$ cat config.mk
export PLATFORM = sky130hd
export DESIGN_NAME = dot_product_row_feeder_flat
export DESIGN_NICKNAME = d
export VERILOG_FILES = /design/src/rtl/dot_product_row_feeder_if.sv /design/src/rtl/dot_product_row_feeder.sv /design/src/flat_wrapper.sv
export SDC_FILE = /design/constraint.sdc
export NUM_CORES = 2
export LEC_CHECK = 0
export CORE_MARGIN = 10
export CORE_UTILIZATION = 24
export CTS_BUF_LIST = sky130_fd_sc_hd__clkbuf_8 sky130_fd_sc_hd__clkbuf_16
export CTS_CLUSTER_SIZE = 16
export DETAILED_ROUTE_END_ITERATION = 6
export DONT_BUFFER_PORTS = 1
export PLACE_DENSITY = 0.39
export SYNTH_ARGS = -nofsm -noshare
export SYNTH_HDL_FRONTEND = slang
export SYNTH_SLANG_ARGS = --single-unit
$ cat constraint.sdc
create_clock -name clk -period 64.9 [get_ports clk]
set_clock_uncertainty 0.1 [all_clocks]
set_input_delay 6.49 -clock clk [delete_from_list [all_inputs] [get_ports clk]]
set_output_delay 6.49 -clock clk [all_outputs]
set_load 0.01 [all_outputs]
$ cat src/rtl/dot_product_row_feeder_if.sv
// rtl/dot_product_row_feeder_if.sv - upstream and engine-side signals of the dot-product row feeder
interface dot_product_row_feeder_if #(
  parameter int ELEMENT_WIDTH = 32,
  parameter int NO_OF_UNITS   = 8
);
  localparam int PW = ELEMENT_WIDTH * NO_OF_UNITS;

  logic                     start;
  logic [31:0]              start_total;
  logic                     pkg_valid;
  logic                     pkg_ready;
  logic [PW-1:0]            pkg_first;
  logic [PW-1:0]            pkg_second;
  logic                     outsider_read_now;
  logic [PW-1:0]            first_row_input;
  logic [PW-1:0]            second_row_input;
  logic [31:0]              total;
  logic                     finish;
  logic [ELEMENT_WIDTH-1:0] dot_product_output;
  logic [ELEMENT_WIDTH-1:0] result;
  logic                     result_valid;
  logic                     result_ack;
  logic                     busy;
  logic [1:0]               error;

  // The feeder is the initiating end of the row interface.
  modport master (
    input  start, start_total, pkg_valid, pkg_first, pkg_second,
    input  finish, dot_product_output, result_ack,
    output pkg_ready, outsider_read_now, first_row_input, second_row_input,
    output total, result, result_valid, busy, error
  );

  // Upstream sequencer plus engine, as seen from outside the feeder.
  modport slave (
    output start, start_total, pkg_valid, pkg_first, pkg_second,
    output finish, dot_product_output, result_ack,
    input  pkg_ready, outsider_read_now, first_row_input, second_row_input,
    input  total, result, result_valid, busy, error
  );
endinterface

$ cat src/rtl/dot_product_row_feeder.sv
// rtl/dot_product_row_feeder.sv - buffers package pairs and issues them to the dot-product engine
module dot_product_row_feeder #(
  parameter int ELEMENT_WIDTH = 32,
  parameter int NO_OF_UNITS   = 8,
  parameter int FIFO_DEPTH    = 4,
  parameter int TIMEOUT       = 1024
) (
  input logic clk,
  input logic reset,
  dot_product_row_feeder_if.master bus
);
  localparam int PW = ELEMENT_WIDTH * NO_OF_UNITS;
  localparam int AW = $clog2(FIFO_DEPTH);
  localparam int TW = $clog2(TIMEOUT) + 1;
  localparam logic [31:0] UNITS = 32'(NO_OF_UNITS);

  typedef enum logic [2:0] {IDLE, ISSUE, HOLD, WAIT_RESULT, DONE} state_t;

  state_t                   state_q;
  logic [PW-1:0]            fifo_first_q  [FIFO_DEPTH];
  logic [PW-1:0]            fifo_second_q [FIFO_DEPTH];
  logic [AW:0]              wr_ptr_q, rd_ptr_q;
  logic [AW:0]              wr_ptr_d, rd_ptr_d;
  logic                     empty, full, push, pop, bad_total;
  logic                     read_now_q;
  logic [PW-1:0]            first_row_q, second_row_q;
  logic [31:0]              total_q, pkg_count_q, issued_q;
  logic                     hold_q;
  logic [TW-1:0]            timer_q;
  logic                     finish_q;
  logic [ELEMENT_WIDTH-1:0] result_q;
  logic                     result_valid_q;
  logic [1:0]               error_q;

  // Pointers carry one extra wrap bit so full and empty are distinguishable.
  assign empty     = (wr_ptr_q == rd_ptr_q);
  assign full      = (wr_ptr_q[AW-1:0] == rd_ptr_q[AW-1:0]) && (wr_ptr_q[AW] != rd_ptr_q[AW]);
  assign push      = bus.pkg_valid && !full;
  assign pop       = (state_q == ISSUE) && !empty;
  assign wr_ptr_d  = wr_ptr_q + {{AW{1'b0}}, push};
  assign rd_ptr_d  = rd_ptr_q + {{AW{1'b0}}, pop};
  assign bad_total = (bus.start_total == 32'd0) || ((bus.start_total % UNITS) != 32'd0);

  assign bus.pkg_ready         = !full;
  assign bus.outsider_read_now = read_now_q;
  assign bus.first_row_input   = first_row_q;
  assign bus.second_row_input  = second_row_q;
  assign bus.total             = total_q;
  assign bus.result            = result_q;
  assign bus.result_valid      = result_valid_q;
  assign bus.busy              = (state_q != IDLE);
  assign bus.error             = error_q;

  // Package storage; the pointers alone define which entries are live.
  always_ff @(posedge clk) begin
    if (push) begin
      fifo_first_q[wr_ptr_q[AW-1:0]]  <= bus.pkg_first;
      fifo_second_q[wr_ptr_q[AW-1:0]] <= bus.pkg_second;
    end
  end

  // FIFO pointers; reset discards whatever was buffered.
  always_ff @(posedge clk or negedge reset) begin
    if (!reset) begin
      wr_ptr_q <= '0;
      rd_ptr_q <= '0;
    end else begin
      wr_ptr_q <= wr_ptr_d;
      rd_ptr_q <= rd_ptr_d;
    end
  end

  // Sequencer: start check, issue with two-cycle hold, result capture and timeout.
  always_ff @(posedge clk or negedge reset) begin
    if (!reset) begin
      state_q        <= IDLE;
      read_now_q     <= 1'b0;
      first_row_q    <= '0;
      second_row_q   <= '0;
      total_q        <= '0;
      pkg_count_q    <= '0;
      issued_q       <= '0;
      hold_q         <= 1'b0;
      timer_q        <= '0;
      finish_q       <= 1'b0;
      result_q       <= '0;
      result_valid_q <= 1'b0;
      error_q        <= 2'b00;
    end else begin
      read_now_q <= 1'b0;
      finish_q   <= bus.finish;
      case (state_q)
        IDLE: begin
          if (bus.start) begin
            if (bad_total) begin
              error_q[0] <= 1'b1;
            end else begin
              pkg_count_q <= bus.start_total / UNITS;
              total_q     <= bus.start_total;
              issued_q    <= '0;
              error_q     <= 2'b00;
              state_q     <= ISSUE;
            end
          end
        end
        ISSUE: begin
          if (pop) begin
            first_row_q  <= fifo_first_q[rd_ptr_q[AW-1:0]];
            second_row_q <= fifo_second_q[rd_ptr_q[AW-1:0]];
            read_now_q   <= 1'b1;
            issued_q     <= issued_q + 32'd1;
            hold_q       <= 1'b0;
            state_q      <= HOLD;
          end
        end
        HOLD: begin
          // Engine reads the upper half one cycle after the pulse, the lower half the cycle after.
          if (!hold_q) begin
            hold_q <= 1'b1;
          end else if (issued_q < pkg_count_q) begin
            state_q <= ISSUE;
          end else begin
            timer_q <= '0;
            state_q <= WAIT_RESULT;
          end
        end
        WAIT_RESULT: begin
          if (bus.finish && !finish_q) begin
            result_q       <= bus.dot_product_output;
            result_valid_q <= 1'b1;
            state_q        <= DONE;
          end else if (timer_q == TW'(TIMEOUT - 1)) begin
            error_q[1] <= 1'b1;
            state_q    <= IDLE;
          end else begin
            timer_q <= timer_q + TW'(1);
          end
        end
        DONE: begin
          if (bus.result_ack) begin
            result_valid_q <= 1'b0;
            state_q        <= IDLE;
          end
        end
        default: state_q <= IDLE;
      endcase
    end
  end
endmodule

$ cat src/flat_wrapper.sv
// flat-port wrapper written by rule: the top's interface ports become plain ports
module dot_product_row_feeder_flat 
#(
  parameter int ELEMENT_WIDTH = 32,
  parameter int NO_OF_UNITS   = 8,
  parameter int FIFO_DEPTH    = 4,
  parameter int TIMEOUT       = 1024
)
  (clk, reset, bus_start, bus_start_total, bus_pkg_valid, bus_pkg_first, bus_pkg_second, bus_finish, bus_dot_product_output, bus_result_ack, bus_pkg_ready, bus_outsider_read_now, bus_first_row_input, bus_second_row_input, bus_total, bus_result, bus_result_valid, bus_busy, bus_error);
  dot_product_row_feeder_if #(.ELEMENT_WIDTH(ELEMENT_WIDTH), .NO_OF_UNITS(NO_OF_UNITS)) bus_i ();
  input logic clk;
  input logic reset;
  input wire logic [$bits(bus_i.start)-1:0] bus_start;
  input wire logic [$bits(bus_i.start_total)-1:0] bus_start_total;
  input wire logic [$bits(bus_i.pkg_valid)-1:0] bus_pkg_valid;
  input wire logic [$bits(bus_i.pkg_first)-1:0] bus_pkg_first;
  input wire logic [$bits(bus_i.pkg_second)-1:0] bus_pkg_second;
  input wire logic [$bits(bus_i.finish)-1:0] bus_finish;
  input wire logic [$bits(bus_i.dot_product_output)-1:0] bus_dot_product_output;
  input wire logic [$bits(bus_i.result_ack)-1:0] bus_result_ack;
  output wire logic [$bits(bus_i.pkg_ready)-1:0] bus_pkg_ready;
  output wire logic [$bits(bus_i.outsider_read_now)-1:0] bus_outsider_read_now;
  output wire logic [$bits(bus_i.first_row_input)-1:0] bus_first_row_input;
  output wire logic [$bits(bus_i.second_row_input)-1:0] bus_second_row_input;
  output wire logic [$bits(bus_i.total)-1:0] bus_total;
  output wire logic [$bits(bus_i.result)-1:0] bus_result;
  output wire logic [$bits(bus_i.result_valid)-1:0] bus_result_valid;
  output wire logic [$bits(bus_i.busy)-1:0] bus_busy;
  output wire logic [$bits(bus_i.error)-1:0] bus_error;
  assign bus_i.start = bus_start;
  assign bus_i.start_total = bus_start_total;
  assign bus_i.pkg_valid = bus_pkg_valid;
  assign bus_i.pkg_first = bus_pkg_first;
  assign bus_i.pkg_second = bus_pkg_second;
  assign bus_i.finish = bus_finish;
  assign bus_i.dot_product_output = bus_dot_product_output;
  assign bus_i.result_ack = bus_result_ack;
  assign bus_pkg_ready = bus_i.pkg_ready;
  assign bus_outsider_read_now = bus_i.outsider_read_now;
  assign bus_first_row_input = bus_i.first_row_input;
  assign bus_second_row_input = bus_i.second_row_input;
  assign bus_total = bus_i.total;
  assign bus_result = bus_i.result;
  assign bus_result_valid = bus_i.result_valid;
  assign bus_busy = bus_i.busy;
  assign bus_error = bus_i.error;
  dot_product_row_feeder #(.ELEMENT_WIDTH(ELEMENT_WIDTH), .NO_OF_UNITS(NO_OF_UNITS), .FIFO_DEPTH(FIFO_DEPTH), .TIMEOUT(TIMEOUT)) u_core (.clk(clk), .reset(reset), .bus(bus_i));
endmodule
==> results.sh <==
export IMPL_core_sq_um=410000
export IMPL_async_flop_share_pct=23.6
export IMPL_p_comb_share_pct=22.9
export IMPL_p_leak_nw=41.3
export IMPL_dp_cells=10700
export IMPL_final_core_util_pct=28.2
export IMPL_postCtsSetupRepairBufs=0
export IMPL_grt_use_total_pct=13.0
export IMPL_swShare_pct=33.0
export IMPL_cts_made_buffers=315
export IMPL_dr_pass1_iters=7
export IMPL_violations="design-rule violations"
export IMPL_avgViaCountPerCell=4.19
export IMPL_vias=47500
export IMPL_p_switching_mw=1.93
export IMPL_power_internal_mw=3.91
export IMPL_cts_sinks=2682
export IMPL_dieWidth_um=661
export IMPL_cts_root_buf="clkbuf_16"
export IMPL_grt_pass1_wl_mm=409
export IMPL_yosysMostFrequentCell="edfxtp_1"
export IMPL_setup_slack_ns=53.86
export IMPL_synthFlopType="edfxtp_1"
export IMPL_period_needed_ns=11.04
export IMPL_post_drt_wl_per_cell_um=25.9
export IMPL_synthCells=5426
export IMPL_ctsHoldBuffers=0
export IMPL_crit_arrival_ns=11.46
export IMPL_max_slew_margin_rel_pct=27.0
export IMPL_status="finished, violations left"
export IMPL_setup_viol=0
export IMPL_ant_nets=0
export IMPL_dp_slack_ns=52.67
export IMPL_clkTransAtPathRegs_ns=0.05
export IMPL_cts_repair_resized=0
export IMPL_die_height_um=661
export IMPL_hold_ws_ns=0.383
export IMPL_drt_iter0_markers=2897
export IMPL_r2r_cells=11
export IMPL_grt_pass1_vias=50700
export IMPL_crit_path_start_kind="input pin"
export IMPL_synth_seq_area_share_pct=78.5
export IMPL_crit_fanout=55
export IMPL_pwr_share_seq_pct=47.1
export IMPL_stdcell_area_sq_um=116000
export IMPL_clock_path_buffers=4
export IMPL_drc=12
export IMPL_synth_seq_cells=2682
export IMPL_holdPathEnd="u_core.wr_ptr_q[2]"
export IMPL_worstPathRequired_ns=65.31
export IMPL_dieArea_sq_um=437000
export IMPL_fin_crit_sh_pct=17.0
export IMPL_initial_utilization_pct=24.1
export IMPL_layout_drive_gt1_share_pct=19.0
export IMPL_io_buffers=0
export IMPL_core_rowCount=235
export IMPL_yosys_top_cells_area="edfxtp_1, dfrtp_1, mux4_2, nand2_1, clkbuf_1"
export IMPL_gp_congestion=0.737
export IMPL_rsz0062_at_grt="false"
export IMPL_cts_tree="yes"
export IMPL_p_total_mw=5.84
export IMPL_avgSynthCellArea_sq_um=18.2
export IMPL_hpwl_mm=192
export IMPL_r2r_start="u_core.rd_ptr_q[0]"
export IMPL_holdCritStartpoint="u_core.wr_ptr_q[2]"
export IMPL_routed_wl_mm=293
export IMPL_syn_area_sq_um=98600
export IMPL_syn_nets=6042
export IMPL_grt_overflow=0
export IMPL_grt_max_degree=635
export IMPL_maxSlewViolCount=0
export IMPL_clk_latency_ns=0.93
export IMPL_crit_type="in2reg"
export IMPL_pwr_share_clk_pct=30.0
export IMPL_instances_no_fill=11300
export IMPL_synth_top_area_share_pct=62.4
export IMPL_antenna_found_initial=29
export IMPL_layout_nets=6200
export IMPL_maxCapViolCount=0
export IMPL_worst_setup_path_end_kind="register"
export IMPL_fmax_ghz=0.0905
export IMPL_finalSetupTns_ns=0
export IMPL_synth_edff_count=2048
export IMPL_placed_area_sq_um=105000
export IMPL_syn2layout_area_growth_pct=17.3
export IMPL_worst_pin_slew_ns=1.09
export IMPL_ios=1164
export IMPL_r2r_end="u_core.fifo_second_q[3][98]"
export IMPL_ys_types=53
export IMPL_synth_top_cell_by_area="edfxtp_1"
export IMPL_synth_common_cells="edfxtp_1, nand2_1, dfrtp_1"
export IMPL_ff2ff_setup_slack_ns=57.86
export IMPL_h_tree_depth=5
export IMPL_powerDensity_nw_per_um2=50.5
export IMPL_min_path_type="reg2reg"
export IMPL_ir_drop_mv=0.0532
export IMPL_hold_depth=1
export IMPL_yosysWarnings=0
export IMPL_final_hold_viol_count=0
[cell usage in the layout (no fill, tap or decap), types with 41 or more instances in the layout]
master and instances:
clkbuf_16 321, inv_1 115, clkinv_1 44, mux4_2 512
clkinv_2 52, nand2_1 1608, dfrtp_1 632, edfxtp_1 2048
buf_4 78, nor2_1 41, o21ai_0 52
[cell type report]
class / instances / area (sq um)
antenna: 28 / 70.1
clock buffer: 356 / 8510
clock inverter: 231 / 1850
fill: 40800 / 294000
inverter: 34 / 135
multi-input combinational: 2464 / 20100
sequential: 2682 / 77400
tap: 5451 / 6820
timing repair buffer: 87 / 796
[how the worst max path moves through the flow]
stage | end | depth (start not counted) | slack, ns | startpoint
2_1_floorplan | u_core.fifo_first_q[1][0] | 2 | 19.39 | bus_pkg_valid
3_3_place_gp | u_core.fifo_second_q[3][117] | 8 | 52.61 | bus_pkg_valid
3_5_place_dp | u_core.fifo_second_q[3][114] | 8 | 52.67 | bus_pkg_valid
4_1_cts | u_core.fifo_second_q[3][98] | 8 | 53.70 | bus_pkg_valid
5_1_grt | u_core.fifo_second_q[3][98] | 8 | 53.54 | bus_pkg_valid
6_report | u_core.fifo_second_q[3][98] | 8 | 53.86 | bus_pkg_valid
[logic make-up (layout without fill, tap and decap cells)]
kind of cell | after synthesis | count (layout) | synth area share (%)
compound gates | 100 | 100 | 0.603
xor+xnor | 30 | 30 | 0.282
fa+ha+maj | 34 | 34 | 0.432
buf+inv | 280 | 708 | 1.17
flops | 2682 | 2682 | 78.5
mux | 547 | 547 | 12.1
other cells | 0 | 28 | 0
simple gates | 1753 | 1753 | 6.94
[power groups by stage]
stage               Sequential (mW)  Clock, mW  Combinational, mW
finish                         2.75       1.75               1.34
global route                   2.80       1.88               1.50
CTS                            2.77       1.81               1.41
detailed placement             2.80          0               1.40
global placement               2.79          0               1.40
floorplan                      2.95          0              0.964
[routing by layer]
| metal | GRT usage [%] | wire length [um] | vias to the layer above |
|---|---|---|---|
| met2 | 22.0 | 145000 | 1341 |
| met1 | 14.2 | 105000 | 25000 |
| met3 | 6.79 | 35000 | 369 |
| met4 | 3.56 | 7570 | 0 |
| li1 | - | - | 20700 |
| met5 | 0 | 0 | - |
[flip-flops by register name, summed over array words and instances (netlist names), 2 cells and up]
| signal | flops |
|---|---|
| u_core.issued_q | 32 |
| u_core.bus.second_row_input | 256 |
| u_core.rd_ptr_q | 3 |
| u_core.state_q | 3 |
| u_core.timer_q | 11 |
| u_core.bus.error | 2 |
| u_core.fifo_second_q | 1024 |
| u_core.wr_ptr_q | 3 |
| u_core.fifo_first_q | 1024 |
| u_core.bus.first_row_input | 256 |
| u_core.bus.result | 32 |
| u_core.bus.total | 31 |
[critical path, cell delays in order]
cell and delay, ns:
nand2_1 0.15, inv_1 0.16, and3_4 0.64, buf_4 0.77, buf_4 0.70, buf_4 0.85, buf_4 0.71, buf_4 0.72
Note: power is estimated with default switching activity, not from simulation.
